`src/rtl/led_dec_ctrl.sv`:
```
// led_dec_ctrl: debounced switch/button front end, manual/scan/hold select FSM
// and registered one-hot LED decode for the 2-to-3 LED decoder.
module led_dec_ctrl #(
  parameter int DB_CYCLES   = 4,
  parameter int STEP_CYCLES = 8,
  parameter int CNT_W       = 16
) (
  input  logic       clk,
  input  logic       rst,
  input  logic [1:0] switch,
  input  logic       mode_btn,
  output logic [1:0] sel,
  output logic [2:0] led,
  output logic [1:0] mode
);
  typedef enum logic [1:0] {MANUAL = 2'b00, SCAN = 2'b01, HOLD = 2'b10} state_e;
  localparam logic [CNT_W-1:0] DB_LAST   = CNT_W'(DB_CYCLES - 1);
  localparam logic [CNT_W-1:0] STEP_LAST = CNT_W'(STEP_CYCLES - 1);
  state_e           state_q, state_d;
  logic [1:0]       sw_s1_q, sw_s2_q, sw_db_q, sw_db_d, sel_q, sel_d;
  logic             btn_s1_q, btn_s2_q, btn_db_q, btn_db_d, btn_prev_q, btn_ev;
  logic [CNT_W-1:0] sw_cnt_q, sw_cnt_d, btn_cnt_q, btn_cnt_d, step_q, step_d;
  logic [2:0]       led_q;
  always_comb begin
    sw_cnt_d  = (sw_s2_q == sw_db_q || sw_cnt_q == DB_LAST) ? '0 : sw_cnt_q + 1'b1;
    sw_db_d   = (sw_s2_q != sw_db_q && sw_cnt_q == DB_LAST) ? sw_s2_q : sw_db_q;
    btn_cnt_d = (btn_s2_q == btn_db_q || btn_cnt_q == DB_LAST) ? '0 : btn_cnt_q + 1'b1;
    btn_db_d  = (btn_s2_q != btn_db_q && btn_cnt_q == DB_LAST) ? btn_s2_q : btn_db_q;
  end
  assign btn_ev = btn_db_q & ~btn_prev_q;
  // A button event on a step wrap changes mode and drops the step.
  always_comb begin
    state_d = state_q;
    sel_d   = sel_q;
    step_d  = step_q;
    case (state_q)
      MANUAL: begin
        state_d = btn_ev ? SCAN : MANUAL;
        sel_d   = btn_ev ? 2'b01 : sw_db_q;
        step_d  = btn_ev ? '0 : step_q;
      end
      SCAN: begin
        state_d = btn_ev ? HOLD : SCAN;
        if (!btn_ev) begin
          step_d = (step_q == STEP_LAST) ? '0 : step_q + 1'b1;
          sel_d  = (step_q != STEP_LAST) ? sel_q : (sel_q == 2'b11) ? 2'b01 : sel_q + 2'b01;
        end
      end
      HOLD: begin
        state_d = btn_ev ? MANUAL : HOLD;
        sel_d   = btn_ev ? sw_db_q : sel_q;
      end
      default: begin
        state_d = MANUAL;
        sel_d   = 2'b00;
        step_d  = '0;
      end
    endcase
  end
  always_ff @(posedge clk) begin
    if (rst) begin
      state_q    <= MANUAL;
      sw_s1_q    <= '0;
      sw_s2_q    <= '0;
      sw_db_q    <= '0;
      sw_cnt_q   <= '0;
      btn_s1_q   <= 1'b0;
      btn_s2_q   <= 1'b0;
      btn_db_q   <= 1'b0;
      btn_prev_q <= 1'b0;
      btn_cnt_q  <= '0;
      step_q     <= '0;
      sel_q      <= 2'b00;
      led_q      <= 3'b000;
    end else begin
      state_q    <= state_d;
      sw_s1_q    <= switch;
      sw_s2_q    <= sw_s1_q;
      sw_db_q    <= sw_db_d;
      sw_cnt_q   <= sw_cnt_d;
      btn_s1_q   <= mode_btn;
      btn_s2_q   <= btn_s1_q;
      btn_db_q   <= btn_db_d;
      btn_prev_q <= btn_db_q;
      btn_cnt_q  <= btn_cnt_d;
      step_q     <= step_d;
      sel_q      <= sel_d;
      led_q      <= {sel_q == 2'b11, sel_q == 2'b10, sel_q == 2'b01};
    end
  end
  assign sel  = sel_q;
  assign led  = led_q;
  assign mode = state_q;
endmodule

```
`config.mk`:
```
export PLATFORM = sky130hd
export DESIGN_NAME = led_dec_ctrl
export DESIGN_NICKNAME = d
export VERILOG_FILES = /design/src/rtl/led_dec_ctrl.sv
export SDC_FILE = /design/constraint.sdc
export NUM_CORES = 1
export LEC_CHECK = 0
export BUFFER_PORTS_ARGS = -buffer_cell sky130_fd_sc_hd__buf_2
export CAP_MARGIN = 20
export CORE_MARGIN = 3
export CORE_UTILIZATION = 57
export DETAILED_ROUTE_END_ITERATION = 8
export PLACE_DENSITY_LB_ADDON = 0.15
export SETUP_SLACK_MARGIN = 0.15
export SYNTH_ARGS = -nofsm -noshare
export SYNTH_HDL_FRONTEND = slang
export SYNTH_SLANG_ARGS = --single-unit
```
`constraint.sdc`:
```
create_clock -name clk -period 5.2 [get_ports clk]
set_clock_uncertainty 0.15 [all_clocks]
set_input_delay 1.04 -clock clk [delete_from_list [all_inputs] [get_ports clk]]
set_output_delay 1.04 -clock clk [all_outputs]
set_load 0.02 [all_outputs]
```
After elaboration in Yosys (flattened, before gate mapping):

Index checks and enable logic that the tools add are counted.

* output and inout bits: 7
* input port bits: 5
* word-level logic and storage cells: 60
* flip-flop bits (word level): 65

* multiplexer cells: 14
* reductions and logical operators: 9
* $add $sub $neg: 4
* equality and inequality tests: 17
* bitwise gates (word level): 3

Operator list (number)
* $add A16 B1 Y16 const B: 3
* $mux W16: 3
* $pmux W16 S3: 1
* $eq A16 B2 Y1 const B: 2
* $eq A16 B3 Y1 const B: 1
* $ne A16 B3 Y1 const B: 1
* $mux W2: 7
* $pmux W2 S3: 2
* $ne A2 B2 Y1 const B: 4
* $eq A2 B2 Y1 const B: 3
* $reduce_and A3 Y1: 2
* $eq A2 B1 Y1 const B: 2
* $reduce_or A2 Y1: 2
* $add A2 B1 Y2 const B: 1
* $eq A2 B2 Y1: 1
* $logic_and A1 B1 Y1: 2
* $logic_not A2 Y1: 1
* $logic_or A1 B1 Y1: 2
* $ne A2 B2 Y1: 1
* $not A1 Y1: 2
* $and A1 B1 Y1: 1
* $eq A1 B1 Y1: 1
* $mux W1: 1
* $ne A1 B1 Y1: 1

Logic depth before layout (Yosys ltp):

Gate-level depths: netlist (run 1).

* depth in word-level cells: 5
* gate-level depth with buffers: 7
* depth with buffers taken out: 5

Worst setup path before layout (run 1):

No wires, ideal clock.

* kind: input to register
* start: input rst
* end: register sel_q[0], in the netlist sel[0]
* path buffers: 2
* setup slack: 3.092 ns
* setup time: 0.072 ns
* arrival time: 1.886 ns
* stages on the path: 5
* required time: 4.978 ns
* path through: clkbuf_1 -> inv_1 -> clkbuf_1 -> o311ai_0 -> mux2i_1

RTL lines
* start, declared: RTL line 9 `input logic rst,`
* end signal, assigned: RTL line 87 `sel_q <= sel_d;`
* end, declared: RTL line 20 `logic [1:0] sw_s1_q, sw_s2_q, sw_db_q, sw_db_d, sel_q, sel_d;`

Worst setup path in the final report (run 1):

* start: register step_q[0]
* end: register sel_q[1], in the netlist sel[1]

* longest elaborated chain between the ends: 3

Ends and longest elaborated chain
* start, declared: RTL line 22 `logic [CNT_W-1:0] sw_cnt_q, sw_cnt_d, btn_cnt_q, btn_cnt_d, step_q, step_d;`
* start signal, assigned: RTL line 86 `step_q <= step_d;`
* $ne A16 B3 Y1: RTL line 46 `sel_d = (step_q != STEP_LAST) ? sel_q : (sel_q == 2'b11) ? 2'b01 : sel_q + 2'b01;`
* $ne A2 B2 Y1 (no line)
* $reduce_and A3 Y1 (no line)

No other way between the ends.
A chain may end at the register's enable or synchronous reset.

==> results by group, run 1 <==
Outcome
  • Status: completed

Power and ir drop
  • Static Leakage: between 1 and 1.5 nW
  • Clock Power Share: between 50% and 60%
  • P_int: 0.836 mW
  • Switching share of power: about a fifth
  • Peak VDD IR: 0.232 mV
  • P_sw: 0.202 mW
  • Pwr/cell area: 302 mW/mm²
  • Comb pwr share: 1.4%
  • Total power: slightly above 1 mW
  • Sequential share of power: about half

Setup path
  • Critical path class: reg2reg
  • R2r worst-path depth: 5
  • Crit-path max FO: 20
  • CP startpoint: step_q[0]
  • Crit end category: flip-flop
  • RR Endpoint: sel[1]
  • R2R setup slack: 2.44 ns
  • Worst path cell trace: ha_1 > nor4b_1 > nand4_1 > a221oi_2 > mux2i_1
  • Crit path DAT: 2.87 ns
  • Crit-path max cell delay: 0.80 ns
  • Setup crit end: sel[1]
  • Startpoint Class: flip-flop
  • Worst Path Required: 5.31 ns
  • Critical-path top delay cell: nand4_1
  • RR Startpoint: step_q[0]

Timing
  • Final setup viols: 0
  • Max-slew violation count: 0
  • Hold Slack: about 0.28 ns
  • Slew @ Worst Pin: between 0.9 and 1 ns
  • Fin crit share: 53.1%
  • Worst setup margin: 2.44 ns
  • Fin crit period: 2.76 ns
  • Slew Limit Headroom: roughly a third
  • Fin. Hold Viols: 0
  • Final setup TNS: 0 ns
  • Fmax: ~0.36 GHz
  • Unrepaired setup endpoints after global routing: false

Placement
  • PortBufs: 11
  • Placement Setup Slack: 2.50 ns
  • Gpl congestion: 0.801
  • DP HPWL: between 4000 and 5000 µm

Yosys
  • Top FF cell, synth: dfxtp_1
  • Asr flop ratio synth: 0%
  • Gate Count Post-Synth: 363
  • Share of the yosys chip area belonging to registers: approximately two fifths
  • Syn Nets: ~370
  • YS warnings: 0
  • Netlist cell types: 45
  • Post-synth EDFFs: 0
  • Avg Inst Size Synth: 8.68 µm²
  • Mapped cell area: between 0.003 and 0.004 mm²
  • #FFs+latches synth: 65
  • Synth area leader: dfxtp_1
  • Share of the synthesized area in the top cell type: 41.3%
  • Synth area leaders: dfxtp_1, xnor2_1, nor2_1

CTS
  • Clk sinks: 65
  • PostCTS Resize Cnt: 0
  • Clk Latency, worst-skew pair: 0.34 ns
  • Clock-pin slew on the worst setup and hold paths: 0.07 ns
  • Total CTS buffers: 9
  • Clock root buffer: clkbuf_8
  • Setup Buffers After CTS: 0
  • Htree depth: 3
  • Max Buffers Root-to-Sink: 2
  • Hold Buf Count CTS: 0
  • CTS tree: yes

Final layout
  • Number of fill cells: 440
  • Nets: about 380
  • Area grow syn2layout: 9.05%
  • Fraction of layout cells with a size suffix above 1: around a tenth
  • # diodes: 0
  • Core Util, Final: 65.6%

Global route
  • Met2 Use GR: around a third
  • Initial antenna violation count: 0
  • GRT busiest layer: met2
  • Largest net degree at the start of global routing: 37
  • Met3 Usage GRT: under 10%
  • First-pass GRT wire length: 10700 µm
  • Met1 Usage GRT: between 20 and 30%
  • Total gr overflow: 0
  • GRT Overall Usage: about a fifth
  • Vias in the first global route: 2338

Floorplan
  • IO Count: 12
  • Site Rows: 26
  • Starting Density: between 60% and 70%
  • Core area: between 0.005 and 0.006 mm²
  • Full die area: 0.00646 mm²
  • Die height: 80.3 µm
  • Die W: between 80 and 90 µm

Detailed routing
  • ANT nets after route: 0
  • Drt pass-1 iters: 5
  • Post-Route WL: around 6000 µm
  • DR WL/cell: around 14 µm
  • Routed vias/inst: roughly 5.7
  • DRC: 0
  • Vias: 2544
  • Initial drt markers: 205

Hold path
  • HP Start: sw_s1_q[0]
  • HP Class: reg2reg

Flow run
  • Max cap viols: 0
cell families after synthesis:
logic type,after synthesis,share of synthesized area [%]
and+or+nand+nor,194,33.2
DFF,65,41.3
xor gates and xnor gates,33,9.17
AOI/OAI and AO/OA,30,7.35
buffers and inverters,30,5.00
adders and majority gates,6,2.38
muxes,5,1.59
worst max-delay path, delay by kind of cell, from the launching register on:
kind / cells / cell delay [ns]
flops: 1 / 0.39
mux: 1 / 0.23
fa+ha+maj: 1 / 0.25
simple gates: 2 / 1.04
compound gates: 1 / 0.63
through the flow:
stage | cell area [µm²] | instances
after global routing | 3440 | 443
after floorplan | 3150 | 363
after global placement | 3190 | 427
final | 3440 | 443
after CTS | 3440 | 443
after detailed placement | 3190 | 427
power by group through the flow:
stage          registers [mW]  logic [mW]  clock network, mW
6_report                0.502      0.0144              0.521
5_1_grt                 0.502      0.0166              0.559
4_1_cts                 0.502      0.0146              0.534
3_5_place_dp            0.513      0.0145                  0
3_3_place_gp            0.513      0.0142                  0
2_1_floorplan           0.513      0.0120                  0
cells in the final DEF, fill, tap and decap left out, types with 2 or more instances in the layout:
cell,synthesis,layout
nor4b_1,4,4
nor4_1,16,16
a21oi_1,9,9
xnor2_1,29,29
nand3b_1,2,2
ha_1,6,6
nand3_1,23,23
mux2i_1,5,5
o211ai_1,4,4
nor3_1,17,17
nand4_1,16,16
nand2_1,32,32
dfxtp_1,65,65
nor2_1,51,51
a31oi_1,2,2
and3_1,2,2
nor2b_1,15,15
buf_4,3,2
bufinv_16,0,3
buf_2,6,11
nand4_2,2,2
xor2_1,4,4
o311ai_0,3,3
a2bb2oi_1,3,3
inv_1,11,11
nand4b_1,5,5
clkbuf_8,0,10
o41ai_1,2,2
layer usage:
layer | up-vias | wire (µm)
li1 | 1293 | -
met1 | 1152 | 2760
met2 | 94 | 2860
met3 | 5 | 481
met4 | 0 | 40
met5 | - | 0
synthesized netlist by cell type (all sizes together) (2+ instances only):
cell type / count
o211ai: 5
nand2: 32
ha: 6
nand3: 23
nor4: 16
xnor2: 29
nand4b: 6
and3: 2
o41ai: 2
xor2: 4
nor2: 51
a21oi: 9
nand4: 19
nor3b: 2
a31oi: 2
nor3: 17
a2bb2oi: 3
nor2b: 15
mux2i: 5
nand3b: 2
nor4b: 4
inv: 11
buf: 12
dfxtp: 65
o311ai: 5
clkbuf: 7
worst min path at each step:
stage / slack [ns] / depth (start not counted) / endpoint
4_1_cts: 0.29 / 1 / sw_s2_q[0]
5_1_grt: 0.30 / 1 / sw_s2_q[0]
3_5_place_dp: 0.28 / 1 / sw_s2_q[0]
3_3_place_gp: 0.27 / 1 / btn_s2_q
6_report: 0.28 / 1 / sw_s2_q[0]
2_1_floorplan: 0.26 / 1 / btn_s2_q
state kept, by name, indices dropped and copies added (netlist names), 2 cells and up:
name / count
sel: 2
led: 3
sw_s1_q: 2
sw_cnt_q: 16
btn_cnt_q: 16
step_q: 16
sw_db_q: 2
sw_s2_q: 2
mode: 2
final cells by class:
class | instances | area [µm²] | share of cell area, %
Clock buffer | 11 | 141 | 4.12
Inverter | 11 | 41.3 | 1.20
Timing Repair Buffer | 13 | 70.1 | 2.04
Multi-Input combinational cell | 268 | 1690 | 49.2
Tap cell | 70 | 87.6 | 2.55
Clock inverter | 5 | 103 | 2.99
Sequential cell | 65 | 1300 | 37.9
No activity file was read; power rests on OpenSTA's default activity.
==> inputs of run 2 (changes only) <==
==> constraint.sdc (replaced) <==
create_clock -name clk -period 2.7 [get_ports clk]
set_clock_uncertainty 0.15 [all_clocks]
set_input_delay 0.54 -clock clk [delete_from_list [all_inputs] [get_ports clk]]
set_output_delay 0.54 -clock clk [all_outputs]
set_load 0.02 [all_outputs]
==> run 2 against run 1 <==
Against the previous run: routed wire length is 3.2% higher; final cell count increased by 0.90%; power is 90% higher; combinational power increased by 100%; utilization is 0.43 points higher; count of clock-buffer cells in the layout unchanged; fmax is 34% higher; critical path type unchanged; die area stayed put; register-to-register slack worse by 1.8 ns; largest cell class unchanged; clock power grew 87%; sequential share of layout area shrank 0.25 points.
==> results by group, run 2 (synthesis gave the netlist of run 1 again) <==
Global route
  • Largest net degree at the start of global routing: 27 (was 37)
  • Total gr overflow: 0 (unchanged)
  • GRT Overall Usage: 21.9% (was 21.3%)
  • Vias in the first global route: 2357 (was 2338)
  • Initial antenna violation count: 0 (unchanged)
  • First-pass GRT wire length: 11100 µm (was 10700 µm)

Setup path
  • Crit-path max cell delay: 0.40 ns (was 0.80 ns)
  • Crit end category: flip-flop (unchanged)
  • Worst path cell trace: ha_1 > nor4b_1 > nand4_1 > buf_4 > a221oi_2 > mux2i_1 (was ha_1 > nor4b_1 > nand4_1 > a221oi_2 > mux2i_1)
  • Critical path class: reg2reg (unchanged)
  • Crit-path max FO: 9 (was 20)
  • Critical-path top delay cell: dfxtp_1 (was nand4_1)
  • Worst Path Required: 2.82 ns (was 5.31 ns)
  • Crit path DAT: 2.18 ns (was 2.87 ns)
  • Startpoint Class: flip-flop (unchanged)

Timing
  • Final setup viols: 0 (unchanged)
  • Fin. Hold Viols: 0 (unchanged)
  • Unrepaired setup endpoints after global routing: false (unchanged)
  • Hold Slack: 0.259 ns (was 0.284 ns)
  • Max-slew violation count: 0 (unchanged)
  • Slew Limit Headroom: 65.0% (was 34.9%)
  • Fmax: 0.486 GHz (was 0.362 GHz)
  • Fin crit period: 2.06 ns (was 2.76 ns)
  • Worst setup margin: 0.644 ns (was 2.44 ns)
  • Final setup TNS: 0 ns (unchanged)
  • Fin crit share: 76.2% (was 53.1%)
  • Slew @ Worst Pin: 0.524 ns (was 0.973 ns)

CTS
  • Clock root buffer: clkbuf_8 (unchanged)
  • Clk Latency, worst-skew pair: 0.34 ns (about the same)
  • PostCTS Resize Cnt: 0 (unchanged)
  • Hold Buf Count CTS: 0 (unchanged)
  • Htree depth: 3 (unchanged)
  • CTS tree: yes (unchanged)
  • Setup Buffers After CTS: 0 (unchanged)
  • Clk sinks: 65 (unchanged)
  • Clock-pin slew on the worst setup and hold paths: 0.07 ns (about the same)
  • Max Buffers Root-to-Sink: 2 (unchanged)
  • Total CTS buffers: 9 (unchanged)

Power and ir drop
  • Peak VDD IR: 0.559 mV (was 0.232 mV)
  • Switching share of power: 21.4% (was 19.5%)
  • P_sw: 0.421 mW (was 0.202 mW)
  • P_int: 1.55 mW (was 0.836 mW)
  • Sequential share of power: 49.0% (was 48.4%)
  • Comb pwr share: 1.5% (was 1.4%)
  • Total power: 1.97 mW (was 1.04 mW)
  • Static Leakage: 1.15 nW (was 1.14 nW)
  • Clock Power Share: 49.5% (was 50.2%)
  • Pwr/cell area: 570 mW/mm² (was 302 mW/mm²)

Hold path
  • HP Class: in2reg (was reg2reg)

Floorplan
  • Core area: 0.00524 mm² (unchanged)
  • Full die area: 0.00646 mm² (unchanged)
  • Starting Density: 60.2% (unchanged)
  • Site Rows: 26 (unchanged)
  • IO Count: 12 (unchanged)
  • Die W: 80.3 µm (unchanged)
  • Die height: 80.3 µm (unchanged)

Detailed routing
  • DRC: 0 (unchanged)
  • Initial drt markers: 136 (was 205)
  • Routed vias/inst: 5.73 (was 5.74)
  • Drt pass-1 iters: 4 (was 5)
  • Post-Route WL: 6340 µm (was 6140 µm)
  • Vias: 2562 (was 2544)
  • DR WL/cell: 14.2 µm (was 13.9 µm)
  • ANT nets after route: 0 (unchanged)

Final layout
  • Largest registers: btn_cnt_q (16), step_q (16), sw_cnt_q (16) (unchanged)
  • Leading cell types in the layout, fill and taps excluded: dfxtp_1, nor2_1, nand2_1, xnor2_1, nand3_1 (unchanged)
  • Commonest non-fill, non-tap cell in the layout: dfxtp_1 (unchanged)
  • Area grow syn2layout: 9.77% (was 9.05%)
  • Nets: 383 (was 379)
  • Fraction of layout cells with a size suffix above 1: 11.7% (was 10.5%)
  • Core Util, Final: 66.0% (was 65.6%)
  • Number of fill cells: 444 (was 440)
  • # diodes: 0 (unchanged)

Placement
  • DP HPWL: 4260 µm (was 4130 µm)
  • PortBufs: 11 (unchanged)
  • Placement Setup Slack: 0.665 ns (was 2.50 ns)
  • Gpl congestion: 0.846 (was 0.801)

Flow run
  • Max cap viols: 0 (unchanged)

Outcome
  • Status: completed (unchanged)
## run 2: path summary, 6_finish.rpt
kind,to,depth (start not counted),slack [ns],start
min,sw_s1_q[0],2,0.26,switch[0]
min reg2reg,sw_s2_q[1],1,0.29,sw_s1_q[1]
max reg2reg,sel[1],6,0.64,step_q[0]
max,sel[1],6,0.64,step_q[0]
## run 2: metal layers
layer	part of all wire (%)	global-route usage [%]
met1	48	29.7
met2	44	32.5
met4	1.3	7.26
met5	0	0
met3	6.4	7.29
## run 2: area by class of cell
class | count | area [µm²] | share of cell area, %
well taps | 70 | 87.6 | 2.53
multi-input cells | 268 | 1690 | 48.9
inverters | 11 | 41.3 | 1.19
flip-flops and latches | 65 | 1300 | 37.6
clock inverters | 5 | 85.1 | 2.46
repair buffers | 17 | 100 | 2.89
clock buffers | 11 | 151 | 4.38
## run 2: per-stage QoR
step	cell area (µm²)	std cells
after floorplan	3150	363
after global placement	3220	431
after detailed placement	3220	431
after CTS	3460	447
after global routing	3460	447
final	3460	447
## run 2: worst max-delay path: cells and delay by family, from the launching register on
kind	cells	cell delay, ns
fa+ha+maj	1	0.27
flops	1	0.40
mux	1	0.22
compound gates	1	0.32
simple gates	2	0.42
buf+inv	1	0.21
## run 2: power groups by stage
stage / clock network, mW / registers [mW] / logic [mW]
after global routing: 1.05 / 0.967 / 0.0329
after detailed placement: 0 / 0.988 / 0.0292
after floorplan: 0 / 0.988 / 0.0232
after CTS: 0.994 / 0.966 / 0.0294
after global placement: 0 / 0.988 / 0.0289
final: 0.975 / 0.966 / 0.0290
==> inputs of run 3 (changes only) <==
==> constraint.sdc (replaced) <==
create_clock -name clk -period 2.1 [get_ports clk]
set_clock_uncertainty 0.15 [all_clocks]
set_input_delay 0.42 -clock clk [delete_from_list [all_inputs] [get_ports clk]]
set_output_delay 0.42 -clock clk [all_outputs]
set_load 0.02 [all_outputs]
==> run 3 against run 2 <==
Against the previous run: first-iteration DRC count is 38% higher; combinational power is 44% higher; via count hardly changed; critical path depth stayed put; flip-flop and latch count stayed put; sequential share of layout area is 0.72 points lower; sequential power is 28% higher; count of clock-buffer cells in the layout is 1 higher; non-clock buffer count is 7 higher; global-route usage is 0.24 points lower; critical path type unchanged.
==> results by group, run 3 (synthesis gave the netlist of run 1 again) <==
Detailed routing
  • DRC: 0 (unchanged)
  • Routed vias/inst: 5.65 (was 5.73)
  • Drt pass-1 iters: 4 (unchanged)
  • Post-Route WL: 6210 µm (was 6340 µm)
  • Vias: 2564 (was 2562)
  • Initial drt markers: 188 (was 136)
  • ANT nets after route: 0 (unchanged)
  • DR WL/cell: 13.7 µm (was 14.2 µm)

Timing
  • Max-slew violation count: 0 (unchanged)
  • Hold Slack: 0.137 ns (was 0.259 ns)
  • Final setup TNS: 0 ns (unchanged)
  • Slew @ Worst Pin: 0.449 ns (was 0.524 ns)
  • Fin crit share: 86.7% (was 76.2%)
  • Final setup viols: 0 (unchanged)
  • Fin crit period: 1.82 ns (was 2.06 ns)
  • Unrepaired setup endpoints after global routing: false (unchanged)
  • Slew Limit Headroom: 70.0% (was 65.0%)
  • Fmax: 0.549 GHz (was 0.486 GHz)
  • Fin. Hold Viols: 0 (unchanged)
  • Worst setup margin: 0.279 ns (was 0.644 ns)

Final layout
  • Area grow syn2layout: 12.0% (was 9.77%)
  • Nets: 390 (was 383)
  • Fraction of layout cells with a size suffix above 1: 13.8% (was 11.7%)
  • Core Util, Final: 67.4% (was 66.0%)
  • Number of fill cells: 437 (was 444)
  • Layout Cell Area excl Fill: 0.00353 mm² (was 0.00346 mm²)
  • # diodes: 0 (unchanged)
  • Commonest non-fill, non-tap cell in the layout: dfxtp_1 (unchanged)
  • FF/Latch Area: 0.00130 mm² (about the same)
  • Leading cell types in the layout, fill and taps excluded: dfxtp_1, nor2_1, nand2_1, xnor2_1, nand3_1 (unchanged)
  • Largest registers: btn_cnt_q (16), step_q (16), sw_cnt_q (16) (unchanged)
  • Area of the multi-input gates: 0.00171 mm² (was 0.00169 mm²)

Floorplan
  • Core area: 0.00524 mm² (unchanged)
  • Site Rows: 26 (unchanged)
  • Die W: 80.3 µm (unchanged)
  • IO Count: 12 (unchanged)
  • Full die area: 0.00646 mm² (unchanged)
  • Die height: 80.3 µm (unchanged)
  • Starting Density: 60.2% (unchanged)

CTS
  • Max Buffers Root-to-Sink: 2 (unchanged)
  • Total CTS buffers: 9 (unchanged)
  • Clock-pin slew on the worst setup and hold paths: 0.07 ns (about the same)
  • CTS tree: yes (unchanged)
  • Hold Buf Count CTS: 0 (unchanged)
  • Clock root buffer: clkbuf_8 (unchanged)
  • Clk Latency, worst-skew pair: 0.34 ns (about the same)
  • Clk sinks: 65 (unchanged)
  • Htree depth: 3 (unchanged)

Setup path
  • Crit path DAT: 1.94 ns (was 2.18 ns)
  • Startpoint Class: flip-flop (unchanged)
  • Worst path cell trace: ha_2 > nor4b_2 > nand4_1 > buf_4 > a221oi_4 > mux2i_1 (was ha_1 > nor4b_1 > nand4_1 > buf_4 > a221oi_2 > mux2i_1)
  • Worst Path Required: 2.22 ns (was 2.82 ns)
  • Critical-path top delay cell: dfxtp_1 (unchanged)
  • R2r worst-path depth: 6 (unchanged)
  • Crit end category: flip-flop (unchanged)
  • RR Startpoint: step_q[0] (unchanged)
  • Crit-path max FO: 5 (was 9)
  • R2R setup slack: 0.28 ns (was 0.64 ns)
  • Worst path top cell family by delay: flip-flops (was simple AND/OR/NAND/NOR gates)
  • Crit-path max cell delay: 0.38 ns (was 0.40 ns)
  • Crit path buf inv count: 1 (unchanged)
  • Critical path class: reg2reg (unchanged)
  • RR Endpoint: sel[0] (was sel[1])

Power and ir drop
  • Static Leakage: 1.18 nW (was 1.15 nW)
  • Pwr/cell area: 707 mW/mm² (was 570 mW/mm²)
  • Peak VDD IR: 0.567 mV (was 0.559 mV)

Placement
  • DP Area: 0.00327 mm² (was 0.00322 mm²)
  • Placement Setup Slack: 0.215 ns (was 0.665 ns)
  • DP HPWL: 4280 µm (was 4260 µm)
  • PortBufs: 11 (unchanged)
  • Gpl congestion: 0.910 (was 0.846)

Global route
  • Initial antenna violation count: 0 (unchanged)
  • Vias in the first global route: 2437 (was 2357)
  • GRT Overall Usage: 21.6% (was 21.9%)
  • Largest net degree at the start of global routing: 22 (was 27)
  • First-pass GRT wire length: 10900 µm (was 11100 µm)
  • Total gr overflow: 0 (unchanged)

Outcome
  • Status: completed (unchanged)

Hold path
  • HP Start: switch[0] (unchanged)
  • HP Class: in2reg (unchanged)
  • Hold Path Sink: sw_s1_q[0] (unchanged)
  • Hold depth: 2 (unchanged)

Flow run
  • Max cap viols: 0 (unchanged)
## run 3: routing by layer
layer  vias up  global-route usage [%]  wire length [µm]
met3        15                    7.29               355
met4         0                    9.63               157
met5         -                       0                 0
met1      1169                    27.7              2920
li1       1316                       -                 -
met2        64                    32.9              2770
## run 3: report_power, final
part	internal (mW)	total, mW	switching [mW]
clock network	0.734	1.21	0.476
logic	0.0154	0.0419	0.0265
registers	1.24	1.24	0.00376
total	1.99	2.49	0.506
## run 3: area by class of cell
class                      count  share of cell area (%)
multi-input combinational    268                    48.5
sequential                    65                    36.9
timing repair buffer          24                    4.43
clock buffer                  12                    4.40
tap                           70                    2.48
clock inverter                 4                    2.13
inverter                      11                    1.17
## run 3: worst reg2reg max path: stages, from the launching register on
cell,delay (ns)
dfxtp_1,0.38
ha_2,0.23
nor4b_2,0.20
nand4_1,0.12
buf_4,0.18
a221oi_4,0.30
mux2i_1,0.21
## run 3: worst max path at each step
stage	startpoint	to	slack (ns)	cells after the start
after floorplan	step_q[0]	step_q[10]	0.37	5
after global placement	step_q[0]	sel[0]	0.28	5
after detailed placement	step_q[0]	sel[1]	0.22	5
after CTS	step_q[0]	sel[0]	0.20	5
after global routing	step_q[1]	sel[0]	0.15	6
final	step_q[0]	sel[0]	0.28	6
## run 3: what timing repair did
action | CTS | global route
setup endpoints to repair | 0 | 17
buffers inserted | 0 | 1
gates resized for setup | 0 | 5
## run 3: per-stage QoR
stage                     instances  total power [mW]
final                           454              2.49
after global routing            454              2.59
after CTS                       453              2.52
after detailed placement        437              1.31
after global placement          437              1.31
after floorplan                 363              1.30
